`src/rtl/dmem_port_arbiter.sv`:
```
// Shares the single-ported dmem between the pipeline memory stage and one I/O agent.
// Define ARB_STATS_EN to add the saturating stall_cnt / io_cnt statistics outputs.
module dmem_port_arbiter #(
    parameter int ADDR_W   = 12,
    parameter int DATA_W   = 32,
    parameter int MAX_WAIT = 4,
    parameter int WAIT_W   = 3
) (
    input  logic              clock,
    input  logic              reset,
    input  logic              p_en,
    input  logic              p_wren,
    input  logic [31:0]       p_addr,
    input  logic [DATA_W-1:0] p_wdata,
    output logic              p_stall,
    input  logic              io_req,
    input  logic              io_wren,
    input  logic [ADDR_W-1:0] io_addr,
    input  logic [DATA_W-1:0] io_wdata,
    output logic              io_ack,
    output logic [DATA_W-1:0] io_rdata,
    output logic [ADDR_W-1:0] mem_addr,
    output logic [DATA_W-1:0] mem_data,
    output logic              mem_wren,
    input  logic [DATA_W-1:0] mem_q,
    output logic [ADDR_W-1:0] debug_addr,
    output logic [DATA_W-1:0] debug_data
`ifdef ARB_STATS_EN
    ,
    output logic [15:0]       stall_cnt,
    output logic [15:0]       io_cnt
`endif
);

    typedef enum logic [1:0] {
        S_IDLE,
        S_WAIT,
        S_ACK
    } state_t;

    localparam logic [WAIT_W-1:0] WAIT_LIMIT = WAIT_W'(MAX_WAIT);

    state_t            state;
    state_t            next_state;
    logic [WAIT_W-1:0] wait_cnt;
    logic [WAIT_W-1:0] next_wait_cnt;
    logic              io_gnt;

    // Only the low word-address bits of the ALU result reach the dmem.
    logic unused_p_addr;
    assign unused_p_addr = ^p_addr[31:ADDR_W];

    assign io_ack     = (state == S_ACK);
    assign debug_addr = mem_addr;
    assign debug_data = mem_data;

    // Grant and port mux; the pipeline is only stalled when the I/O grant is forced.
    always_comb begin
        io_gnt   = 1'b0;
        p_stall  = 1'b0;
        mem_addr = p_addr[ADDR_W-1:0];
        mem_data = p_wdata;
        mem_wren = 1'b0;
        if (!reset) begin
            io_gnt  = io_req & ~io_ack & (~p_en | (wait_cnt == WAIT_LIMIT));
            p_stall = p_en & io_gnt;
            if (io_gnt) begin
                mem_addr = io_addr;
                mem_data = io_wdata;
                mem_wren = io_wren;
            end else begin
                mem_wren = p_en & p_wren;
            end
        end
    end

    always_comb begin
        next_state    = state;
        next_wait_cnt = wait_cnt;
        case (state)
            S_IDLE: begin
                if (io_gnt) begin
                    next_state    = S_ACK;
                    next_wait_cnt = '0;
                end else if (io_req && p_en) begin
                    next_state    = S_WAIT;
                    next_wait_cnt = WAIT_W'(1);
                end
            end
            S_WAIT: begin
                // A request withdrawn while waiting is abandoned without an ack.
                if (!io_req) begin
                    next_state    = S_IDLE;
                    next_wait_cnt = '0;
                end else if (io_gnt) begin
                    next_state    = S_ACK;
                    next_wait_cnt = '0;
                end else if (wait_cnt != WAIT_LIMIT) begin
                    next_wait_cnt = wait_cnt + 1'b1;
                end
            end
            S_ACK: begin
                next_state    = S_IDLE;
                next_wait_cnt = '0;
            end
            default: begin
                next_state    = S_IDLE;
                next_wait_cnt = '0;
            end
        endcase
    end

    always_ff @(posedge clock or posedge reset) begin
        if (reset) begin
            state    <= S_IDLE;
            wait_cnt <= '0;
        end else begin
            state    <= next_state;
            wait_cnt <= next_wait_cnt;
        end
    end

    // Read data is captured on the grant edge; a write echoes its own data.
    always_ff @(posedge clock or posedge reset) begin
        if (reset) begin
            io_rdata <= '0;
        end else if (io_gnt) begin
            io_rdata <= io_wren ? io_wdata : mem_q;
        end
    end

`ifdef ARB_STATS_EN
    always_ff @(posedge clock or posedge reset) begin
        if (reset) begin
            stall_cnt <= '0;
            io_cnt    <= '0;
        end else begin
            if (p_stall && (stall_cnt != 16'hFFFF)) begin
                stall_cnt <= stall_cnt + 16'd1;
            end
            if (io_ack && (io_cnt != 16'hFFFF)) begin
                io_cnt <= io_cnt + 16'd1;
            end
        end
    end
`endif

endmodule

```
`config.mk`:
```
export PLATFORM = sky130hd
export DESIGN_NAME = dmem_port_arbiter
export DESIGN_NICKNAME = d
export VERILOG_FILES = /design/src/rtl/dmem_port_arbiter.sv
export SDC_FILE = /design/constraint.sdc
export NUM_CORES = 1
export LEC_CHECK = 0
export ABC_AREA = 1
export BUFFER_PORTS_ARGS = -buffer_cell sky130_fd_sc_hd__buf_2
export CAP_MARGIN = 10
export CORE_AREA = 8 8 97 99
export CTS_CLUSTER_SIZE = 40
export DETAILED_ROUTE_END_ITERATION = 8
export DIE_AREA = 0 0 105 107
export GPL_TIMING_DRIVEN = 0
export PLACE_DENSITY = 0.84
export SLEW_MARGIN = 20
export SYNTH_ARGS = -nofsm -noshare
export SYNTH_HDL_FRONTEND = slang
export SYNTH_SLANG_ARGS = --single-unit
```
`constraint.sdc`:
```
create_clock -name clock -period 3.05 [get_ports clock]
set_input_delay 0.61 -clock clock [delete_from_list [all_inputs] [get_ports clock]]
set_output_delay 0.61 -clock clock [all_outputs]
set_load 0.01 [all_outputs]
```
==> run summary <==
DRT Wirelength: 12,000 um
ant diodes: 0
Clock Tree Root: clkbuf_8
Worst Tran Pin Value: 0.543 ns
Core ar.: 7930 um^2
Fmax: 0.364 GHz
Die Span Y: 107 um
final hold vios: 0
Post-Syn Nets: 561
syn_area_per_cell: 6.83 um^2
Vias/cell: 4.60
Max Cap Viol: 0
Placer Congestion: 0.909
Routed Antenna Nets: 0
Worst Hold Class: in -> async
total number of vias: 3,558
Design Power: 1.84 mW
GR peak layer: met2
VDD IR max: 0.193 mV
cell repeated most along the worst path: nand2_1
worst rel slew slack: 63.8%
CP max stage cell: dfrtp_1
synth warn: 0
Initial Utilization: 35.6%
CP Data Required Time: 2.44 ns
DP HPWL: 10,000 um
cell count after synthesis: 413
Die X: 105 um
Overflow after GRT: 0
CP peak stage delay: 0.40 ns
power per cell area: 426 nW/um^2
Placed Cells: 766
M1 GR Usage: 21.7%
initial antenna violation count: 0
Synth Cell Area: 2820 um^2
CP cell instances: inv_1, ha_1, nand2_1, nand2_2, nand4_4, inv_2, buf_6, nand2_1, nand2_1, buf_4, buf_2
CP endpoint kind: output pin
RSZ-0062 raised after global routing: false
Final setup viols: 0
Startpoint Class: flop
Pre-Repair DR Iteration Count: 5
detailed-route DRC error count: 0
max-slew violations: 0
Synth top area share: 32.8%
Area contributors post-synth: dfrtp_1 (33%), nand2_1 (23%), buf_4 (12%)
worst-path fanout max: 10
largest net degree at the start of global routing: 24
ratio of cells with drive above 1 in the final layout: 49.5%
Unique masters post-synth: 21
clk_lat worst skew: 0.29 ns
total CTS buffers: 5
nets@finish: 816
top-level I/O count: 269
first-pass GRT wire length: 18,700 um
Tcrit/Tclk final: 90.0%
arrival time at the worst endpoint: 2.14 ns
Bufs on Longest Clock Path: 2
Setup CP Type: reg -> out
fill count: 768
CTS tree: built
cell taking the most area after synthesis: dfrtp_1
Tmin final: 2.75 ns
global-route track usage on met3: 7.08%
post-cts resize count: 0
via count of the first global-routing pass: 3,772
end of the worst register-to-register path: io_rdata[19]
Syn-to-layout area delta: 53.4%
PortBufs: 247
Synth Register Bits: 37
P_leak: 2.68 nW
Seq/Total Area, Yosys: 32.8%
Worst R2R Setup Slack: 1.38 ns
GRT Util Overall: 20.2%
initial DRC count: 158
Clock Skews: 0.00445 ns
setup TNS: 0 ns
met2 GRT Util: 37.4%
worst hold margin: 0.311 ns
CTS H-tree lvls: 2
Num Clock Sinks: 37
Final Core Density: 54.6%
non-filler cells, final: 774
CTS clk-pin slew, worst paths: 0.07 ns
WL per Instance: 15.6 um
hold_buf cts: 0
setup bufs post-CTS: 0
status: finished clean
row cnt: 33
Register-to-Register Path Depth: 8
Die Area: 11,200 um^2
worst r2r src: wait_cnt[0]
## area by class of cell
class / instances / area, um^2 / share of cell area (%)
multi-input cells: 294 / 1340 / 30.9
repair buffers: 248 / 1260 / 29.2
flip-flops and latches: 37 / 926 / 21.4
plain buffers: 67 / 504 / 11.6
well taps: 105 / 131 / 3.03
clock buffers: 6 / 72.6 / 1.68
inverters: 15 / 56.3 / 1.30
clock inverters: 2 / 38.8 / 0.896
## flip-flops by register name, indices dropped and copies added (netlist names)
signal and count:
state 2, io_rdata 32, wait_cnt 3
## metal layers
layer	part of all wire, %	wire length (um)
met1	39	4680
met5	0	0
met2	51	6130
met3	9.3	1120
met4	0.87	105
## layout by cell type (no fill, tap or decap)
master and instances:
clkinv_4 1, a21oi_1 1, inv_1 13, buf_1 1, nor2_1 68, nor3_1 1
buf_2 254, buf_4 45, clkbuf_1 5, inv_2 2, xor2_1 1, buf_6 10
ha_1 2, dfrtp_1 37, o21ai_0 3, nand4_1 3, bufinv_16 1, nand4_4 1
nand2_2 1, nand2_1 176, clkbuf_8 5, nand3_1 5, buf_16 1, o31ai_1 22
o31ai_2 10
## how the worst max path moves through the flow
stage / endpoint / start / slack, ns / cells past startpoint
after detailed placement: mem_data[13] / reset / 0.27 / 9
after global routing: mem_data[13] / wait_cnt[0] / 0.12 / 11
final: mem_data[13] / wait_cnt[0] / 0.30 / 11
after global placement: mem_data[18] / reset / -0.66 / 9
after CTS: mem_data[13] / reset / 0.27 / 9
after floorplan: mem_addr[0] / reset / 0.08 / 7
## where the power goes
part | switching [mW] | internal (mW) | leakage (nW)
registers | 0.0572 | 0.588 | 0.461
clock network | 0.183 | 0.246 | 0.0554
logic | 0.415 | 0.354 | 2.16
## worst max-delay path: cells and delay by family (launching register included)
kind          cells  cell delay, ns
buf+inv           5            0.77
simple gates      5            0.52
flops             1            0.40
fa+ha+maj         1            0.15
## Yosys cell counts, drive strengths merged
cell,instances
dfrtp,37
nand3,5
nor2,68
a21oi,1
inv,15
o31ai,32
nor3,1
xor2,1
nand4,4
ha,2
o21ai,3
nand2,177
clkbuf,4
buf,63
## kinds of logic (layout without fill, tap and decap cells)
group                      count (synthesis)  after routing  synth area share [%]
AOI/OAI and AO/OA                         36             36                  11.0
xor gates and xnor gates                   1              1                 0.310
adders and majority gates                  2              2                 0.886
buffers and inverters                     82            338                  19.9
DFF                                       37             37                  32.8
and+or+nand+nor                          255            255                  35.2
## per-stage QoR
step / setup WS, ns / area, um^2
after floorplan: 0.0769 / 2820
after global placement: -0.661 / 4190
after detailed placement: 0.274 / 4220
after CTS: 0.270 / 4330
after global routing: 0.119 / 4330
final: 0.304 / 4330
No activity file was read; power rests on OpenSTA's default activity.
